### src/rtl/speed_ramp.sv
// speed_ramp: soft-start / soft-stop setpoint generator feeding the PWM duty input.
// The registered setpoint slews toward the effective target by one LSB every
// STEP_TICKS clocks. estop forces an immediate stop to zero.
// Optional build macro SPEED_RAMP_SYNC_EN: passes target, enable and estop
// through 2-flop synchronizers, which adds two clocks to every response.
//
// state       | meaning
// ------------+-----------------------------------------------------------
// S_IDLE      | result = 0 and effective target = 0
// S_HOLD      | result = effective target, nonzero
// S_RAMP_UP   | stepping result upward toward the effective target
// S_RAMP_DOWN | stepping result downward toward the effective target
// S_STOP      | estop asserted; result held at 0
module speed_ramp #(
    parameter int WIDTH      = 4,
    parameter int STEP_TICKS = 4
) (
    input  logic             clk,
    input  logic             rst,
    input  logic [WIDTH-1:0] target,
    input  logic             enable,
    input  logic             estop,
    output logic [WIDTH-1:0] result,
    output logic             busy,
    output logic             at_target
);

    localparam int CW = (STEP_TICKS > 1) ? $clog2(STEP_TICKS) : 1;
    localparam logic [CW-1:0] CNT_LAST = CW'(STEP_TICKS - 1);

    typedef enum logic [2:0] {
        S_IDLE,
        S_HOLD,
        S_RAMP_UP,
        S_RAMP_DOWN,
        S_STOP
    } state_t;

    state_t           r_state;
    state_t           w_state_nxt;
    logic [WIDTH-1:0] r_result;
    logic [WIDTH-1:0] w_result_nxt;
    logic [CW-1:0]    r_cnt;
    logic [CW-1:0]    w_cnt_nxt;

    logic [WIDTH-1:0] w_target;
    logic             w_enable;
    logic             w_estop;
    logic [WIDTH-1:0] w_tgt_eff;
    logic [WIDTH-1:0] w_result_inc;
    logic [WIDTH-1:0] w_result_dec;
    logic             w_step;

`ifdef SPEED_RAMP_SYNC_EN
    logic [WIDTH-1:0] r_target_m, r_target_s;
    logic             r_enable_m, r_enable_s;
    logic             r_estop_m,  r_estop_s;

    // Two-flop synchronizers so the inputs may come straight from switches.
    always_ff @(posedge clk or negedge rst) begin
        if (!rst) begin
            r_target_m <= '0;
            r_target_s <= '0;
            r_enable_m <= 1'b0;
            r_enable_s <= 1'b0;
            r_estop_m  <= 1'b0;
            r_estop_s  <= 1'b0;
        end else begin
            r_target_m <= target;
            r_target_s <= r_target_m;
            r_enable_m <= enable;
            r_enable_s <= r_enable_m;
            r_estop_m  <= estop;
            r_estop_s  <= r_estop_m;
        end
    end

    assign w_target = r_target_s;
    assign w_enable = r_enable_s;
    assign w_estop  = r_estop_s;
`else
    assign w_target = target;
    assign w_enable = enable;
    assign w_estop  = estop;
`endif

    assign w_tgt_eff    = (w_enable && !w_estop) ? w_target : '0;
    assign w_result_inc = r_result + WIDTH'(1);
    assign w_result_dec = r_result - WIDTH'(1);
    assign w_step       = (r_cnt == CNT_LAST);

    // State, setpoint and tick counter registers.
    always_ff @(posedge clk or negedge rst) begin
        if (!rst) begin
            r_state  <= S_IDLE;
            r_result <= '0;
            r_cnt    <= '0;
        end else begin
            r_state  <= w_state_nxt;
            r_result <= w_result_nxt;
            r_cnt    <= w_cnt_nxt;
        end
    end

    // Next-state logic: estop first, then target tracking, then stepping.
    always_comb begin
        w_state_nxt  = r_state;
        w_result_nxt = r_result;
        w_cnt_nxt    = r_cnt;

        if (w_estop) begin
            w_state_nxt  = S_STOP;
            w_result_nxt = '0;
            w_cnt_nxt    = '0;
        end else begin
            case (r_state)
                S_STOP: begin
                    // Leave STOP for one evaluation in IDLE before any ramp.
                    w_state_nxt  = S_IDLE;
                    w_result_nxt = '0;
                    w_cnt_nxt    = '0;
                end
                S_IDLE, S_HOLD: begin
                    w_cnt_nxt = '0;
                    if (w_tgt_eff > r_result) begin
                        w_state_nxt = S_RAMP_UP;
                    end else if (w_tgt_eff < r_result) begin
                        w_state_nxt = S_RAMP_DOWN;
                    end else begin
                        w_state_nxt = (r_result == '0) ? S_IDLE : S_HOLD;
                    end
                end
                S_RAMP_UP: begin
                    if (w_tgt_eff == r_result) begin
                        w_state_nxt = (r_result == '0) ? S_IDLE : S_HOLD;
                        w_cnt_nxt   = '0;
                    end else if (w_tgt_eff < r_result) begin
                        w_state_nxt = S_RAMP_DOWN;
                        w_cnt_nxt   = '0;
                    end else if (w_step) begin
                        w_result_nxt = w_result_inc;
                        w_cnt_nxt    = '0;
                        if (w_result_inc == w_tgt_eff) begin
                            w_state_nxt = S_HOLD;
                        end
                    end else begin
                        w_cnt_nxt = r_cnt + CW'(1);
                    end
                end
                S_RAMP_DOWN: begin
                    if (w_tgt_eff == r_result) begin
                        w_state_nxt = (r_result == '0) ? S_IDLE : S_HOLD;
                        w_cnt_nxt   = '0;
                    end else if (w_tgt_eff > r_result) begin
                        w_state_nxt = S_RAMP_UP;
                        w_cnt_nxt   = '0;
                    end else if (w_step) begin
                        w_result_nxt = w_result_dec;
                        w_cnt_nxt    = '0;
                        if (w_result_dec == w_tgt_eff) begin
                            w_state_nxt = (w_result_dec == '0) ? S_IDLE : S_HOLD;
                        end
                    end else begin
                        w_cnt_nxt = r_cnt + CW'(1);
                    end
                end
                default: begin
                    w_state_nxt  = S_IDLE;
                    w_result_nxt = '0;
                    w_cnt_nxt    = '0;
                end
            endcase
        end
    end

    assign result    = r_result;
    assign busy      = (r_state == S_RAMP_UP) || (r_state == S_RAMP_DOWN);
    assign at_target = (r_result == w_tgt_eff) && !w_estop;

endmodule

### config.mk
export PLATFORM = sky130hd
export DESIGN_NAME = speed_ramp
export DESIGN_NICKNAME = d
export VERILOG_FILES = /design/src/rtl/speed_ramp.sv
export SDC_FILE = /design/constraint.sdc
export NUM_CORES = 1
export LEC_CHECK = 0
export CORE_MARGIN = 2
export CORE_UTILIZATION = 45
export CTS_CLUSTER_DIAMETER = 30
export DETAILED_ROUTE_END_ITERATION = 6
export PLACE_DENSITY = 0.75
export SETUP_SLACK_MARGIN = 0.4
export SLEW_MARGIN = 20
export SYNTH_ARGS = -nofsm -noshare
export SYNTH_HDL_FRONTEND = slang
export SYNTH_SLANG_ARGS = --single-unit
### constraint.sdc
create_clock -name clk -period 3.1 [get_ports clk]
set_clock_uncertainty 0.2 [all_clocks]
set_input_delay 0.62 -clock clk [delete_from_list [all_inputs] [get_ports clk]]
set_output_delay 0.62 -clock clk [all_outputs]
set_load 0.005 [all_outputs]
# Yosys cells after proc, flatten, opt, wreduce, memory -nomap -nowiden
# Index checks and enable logic that the tools add are counted.
word_totals:
  elab_cells: 67
  ff_bits: 9
  in_bits: 8
op_classes:
  n_addsub: 3
  mux: 30
  magnitude_cmp: 2
  reduce_logical: 10
  n_eq_ne: 19
ops:
  columns: ["operator", "n"]
  rows:
  - ["$mux 4", 8]
  - ["$mux 3", 9]
  - ["$ne 5x5->1 const B", 4]
  - ["$ne 3x3->1 const B", 6]
  - ["$eq 4x4->1", 4]
  - ["$mux 2", 8]
  - ["$pmux 4 s3", 1]
  - ["$pmux 3 s3", 1]
  - ["$logic_not 4->1", 2]
  - ["$reduce_and 7->1", 1]
  - ["$eq 3x2->1 const B", 2]
  - ["$add 4x1->4 const B", 1]
  - ["$gt 4x4->1", 1]
  - ["$lt 4x4->1", 1]
  - ["$pmux 2 s2", 1]
  - ["$reduce_and 4->1", 1]
  - ["$sub 4x1->4 const B", 1]
  - ["$eq 3x1->1 const B", 1]
  - ["$logic_not 3->1", 1]
  - ["$add 2x1->2 const B", 1]
  - ["$eq 2x2->1 const B", 1]
  - ["$logic_and 1x1->1", 2]
  - ["$mux 1", 2]
  - ["$ne 2x2->1 const B", 1]
  - ["other kinds (3)", 3]

# Logic depth before layout (Yosys ltp)
depth:
  ltp_word: 10
  mapped_depth: 8
  ltp_nobuf: 8

# Worst setup path after synthesis
# OpenSTA, ideal clock, no wires.
synth_timing:
  path_type: "input -> register"
  from: "in target[2]"
  to: "reg r_result[3] (netlist: result[3])"
  arrival_ns: 2.309
  path_buffers: 0
  cell_stages: 8
  setup_slack_ns: 0.495
  cell_sequence: "and3b_2 > ha_1 > o21ai_1 > a21oi_2 > o21a_1 > o31a_1 > or2_1 > o31ai_1"
synth_via:
  elab_chain_len: 4
synth_rtl:
  columns: ["item", "line", "source"]
  rows:
  - ["start: declaration", "20", "input logic [WIDTH-1:0] target,"]
  - ["$mux 4 *", "87", "assign w_tgt_eff = (w_enable && !w_estop) ? w_target : '0;"]
  - ["$lt 4x4->1, or another cell as far along", "137", "end else if (w_tgt_eff < r_result) begin"]
  - ["$ne 3x3->1 (no source line)", null, null]
  - ["$reduce_and 7->1 (no source line) *", null, null]
  - ["end signal: assignment", "100", "r_result <= w_result_nxt;"]
  - ["end: declaration", "41", "logic [WIDTH-1:0] r_result;"]
# Every way passes the cells marked *; elsewhere a longest branch is shown, timed or not.
# A chain may end at the register's enable or synchronous reset.

# Worst setup path in the final report
layout_timing:
  from: "in enable"
  to: "out at_target"
layout_via:
  elab_chain_len: 4
layout_rtl:
  columns: ["item", "line", "source"]
  rows:
  - ["start: declaration", "21", "input logic enable,"]
  - ["$logic_and 1x1->1", "87", null]
  - ["$mux 4", "87", null]
  - ["$eq 4x4->1", "178", "assign at_target = (r_result == w_tgt_eff) && !w_estop;"]
  - ["$logic_and 1x1->1", "178", null]
  - ["end: declaration", "25", "output logic at_target"]
# No other way between the ends.

==> summary.md <==
| Metric | Value |
|---|---|
| Clock share of power | 0.272 |
| Reg2reg start | result[2]$_DFFE_PN0P_ |
| Area Growth Syn to Fin | 32.96% |
| Final period utilization | 0.8355 |
| Start-to-end type of the worst setup path | input port to output port |
| RSZ-0062 raised after global routing | false |
| DR DRC count | 0 |
| Synth Warn # | 0 |
| Clock buffer count from CTS | 3 |
| Reg-to-Reg End | result[3]$_DFFE_PN0P_ |
| Rows | 16 |
| Final Hold Vio Count | 0 |
| Combinational share of power | 0.342 |
| Grt met3 use | 0.01534 |
| Root Buffer | clkbuf_4 |
| Number of synthesized flops with an enable pin | 0 |
| Routed WL | 2118 um |
| Hold crit path type | flop to flop |
| Synthesized cell area | 903.4 um2 |
| Minimum clock period | 2590 ps |
| CP Launch Type | input port |
| Critical Path AT | 1770 ps |
| Aggregate global-route resource usage | 0.2012 |
| Longest Clk Path Bufs | 2 |
| Fillers | around 170 |
| Clk sinks | 9 |
| Placer Congestion | between 0.8 and 0.9 |
| Die Ht | 48.81 um |
| Async S/R FF share, synth | 1.000 |
| R2R depth | 9 |
| Vias per cell | approximately 5.7 |
| CTS clk-pin slew, worst paths | 60 ps |
| Avg Inst Size Synth | 9.125 um2 |
| Cell variety after synth | 42 |
| Largest net degree at the start of global routing | 10 |
| First-pass GRT wire length | 3753 um |
| GRT overflow | 0 |
| Port buffer count | 13 |
| Initial cell density of the core | 0.4701 |
| Max-cap violation count | 0 |
| Leakage | around 0.56 nW |
| Hold WS | 237.2 ps |
| CTS H-tree lvls | 1 |
| Routed WL per cell | 14.03 um |
| Worst VDD drop | 0.0001615 V |
| Final #Nets | 141 |
| First drt pass iteration count | 4 |
| Cell at the slowest stage of the critical path | ha_4 |
| Crit path launch | enable |
| Net switching share of the total power | 0.3207 |
| Setup ws final | 510.0 ps |
| CP max stage delay | roughly 280 ps |
| CP cell instances | dlygate4sd2_1 > and3b_2 > ha_4 > nand4_1 > nor2_1 > buf_2 |
| Main synth FF type | dfrtp_1 |
| Detailed Place HPWL | ~1700 um |
| Net Count, Synth | 115 |
| NetSw | 0.0001103 W |
| Pins Over Slew Limit | 0 |
| Critical Path End Type | output port |
| Vias | 858 |
| Hold Path Origin | r_cnt[0]$_DFF_PN0_ |
| Setup TNS | 0 ps |
| Diodes inserted | 0 |
| Final setup fails | 0 |
| Busiest grt layer | met2 |
| CTS tree | yes |
| Hold-fix buffer count after cts | 0 |
| Pwr/cell area | 286.3 nW/um2 |
| Hold Path Sink | r_cnt[0]$_DFF_PN0_ |
| Synth Instances | 99 |
| Max Clk Rate | 0.3861 GHz |
| Share of cells above drive strength 1 | 0.2661 |
| Crit path required time | between 2000 and 2500 ps |
| Rel. slew slack | 0.7100 |
| Hold path depth | 1 |
| Crit Path Max Fanout | 4 |
| Vias in the first global route | 874 |
| Seq pwr share | 0.386 |
| Die footprint | around 2400 um2 |
| Sequential share of the synthesized area | 0.2493 |
| Initial antenna violation count | 0 |
| Met2 usage | 0.3584 |
| IO Count | 14 |
| Initial drt markers | 16 |
| Clk_lat worst skew | 260 ps |
| Int Pwr | 0.0002336 W |
| Status | finished clean |
| Reg2Reg Setup Slack | ~670 ps |
| Seq cells post-synth | 9 |
| Core Util, Final | 0.6250 |
| M1 GR Usage | 0.2412 |
| Pre-CTS WS | -186.2 ps |
| Remaining antenna violation count | 0 |
| Slew @ Worst Pin | 433.7 ps |
| Die Wd | 48.81 um |
| Core Box Area | 1922 um2 |
-- logic make-up after synthesis --
kind of cell	count (synthesis)	synth area share
flops	9	0.2493
compound gates	22	0.1787
buf+inv	7	0.03463
simple gates	44	0.2881
fa+ha+maj	8	0.1108
mux	1	0.01108
xor+xnor	8	0.1274
-- registers in the layout, indices dropped and copies added (netlist names) --
name	cells
r_state	3
r_cnt	2
result	4
-- power by group through the flow --
stage / combinational (W) / sequential, W / clock [W]
final: 0.000118 / 0.000133 / 0.0000934
after global routing: 0.000130 / 0.000134 / 0.000103
after CTS: 0.000113 / 0.000132 / 0.0000973
after detailed placement: 0.000109 / 0.000134 / 0
after global placement: 0.000105 / 0.000134 / 0
after floorplan: 0.0000721 / 0.000129 / 0
-- layout make-up --
type                    count  area [um2]  share of cell area
repair buffers             23       203.9              0.1698
well taps                  27       33.78             0.02813
flip-flops and latches      9       225.2              0.1875
multi-input cells          83       693.2              0.5771
clock buffers               4       26.28             0.02188
inverters                   5       18.77             0.01563
-- layer usage --
layer / wire (um) / vias to the layer above
met5: 0 / -
met2: 1159 / 19
met1: 918 / 430
li1: - / 409
met3: 40 / 0
met4: 0 / 0
-- critical path: cells and delay by family --
kind / cells / cell delay [ps]
buffers and inverters: 2 / 390
and+or+nand+nor: 3 / 490
adders and majority gates: 1 / 280
-- cell usage after synthesis, types with 2 or more instances --
library cell	instances	area, um2
a21oi_1	3	15.01
xnor2_4	2	55.05
nand4_1	2	12.51
and3b_2	2	20.02
nor2b_1	2	12.51
xnor2_1	4	35.03
nor2_1	11	41.29
nand2_1	5	18.77
inv_1	5	18.77
nor3_1	3	15.01
o31ai_1	3	22.52
o21ai_0	5	25.02
or2_2	3	18.77
ha_1	8	100.1
and3_1	3	18.77
dfrtp_1	9	225.2
nand3_1	4	20.02
-- cell usage in the layout, fill, tap and decap left out, types with 4 or more instances in the layout --
| cell | Yosys | routed |
|---|---|---|
| ha_1 | 8 | 5 |
| clkdlybuf4s50_1 | 0 | 6 |
| xnor2_1 | 4 | 4 |
| o21ai_0 | 5 | 4 |
| nor2_1 | 11 | 11 |
| nand2_1 | 5 | 5 |
| buf_4 | 0 | 9 |
| dfrtp_1 | 9 | 9 |
| inv_1 | 5 | 5 |
-- how the worst max path moves through the flow --
stage                       endpoint  slack, ps
2_1_floorplan  result[3]$_DFFE_PN0P_        500
3_3_place_gp               at_target       -110
3_5_place_dp               at_target       -190
4_1_cts        result[3]$_DFFE_PN0P_        400
5_1_grt        result[3]$_DFFE_PN0P_        400
6_report                   at_target        510
-- stage by stage --
stage | total power [W] | cells | instance area [um2]
after floorplan | 0.0002014 | 99 | 903.4
after detailed placement | 0.0002432 | 144 | 1107
final | 0.0003439 | 151 | 1201
after global placement | 0.0002388 | 144 | 1107
after global routing | 0.0003661 | 151 | 1201
after CTS | 0.0003429 | 150 | 1177
-- repair_timing --
item / 4_1_cts / 5_1_grt
setup endpoints to repair: 7 / 6
gates cloned: 0 / 0
pin swaps: 6 / 8
resized for setup: 10 / 9
setup buffers: 2 / 1
Note: power is estimated with default switching activity, not from simulation.
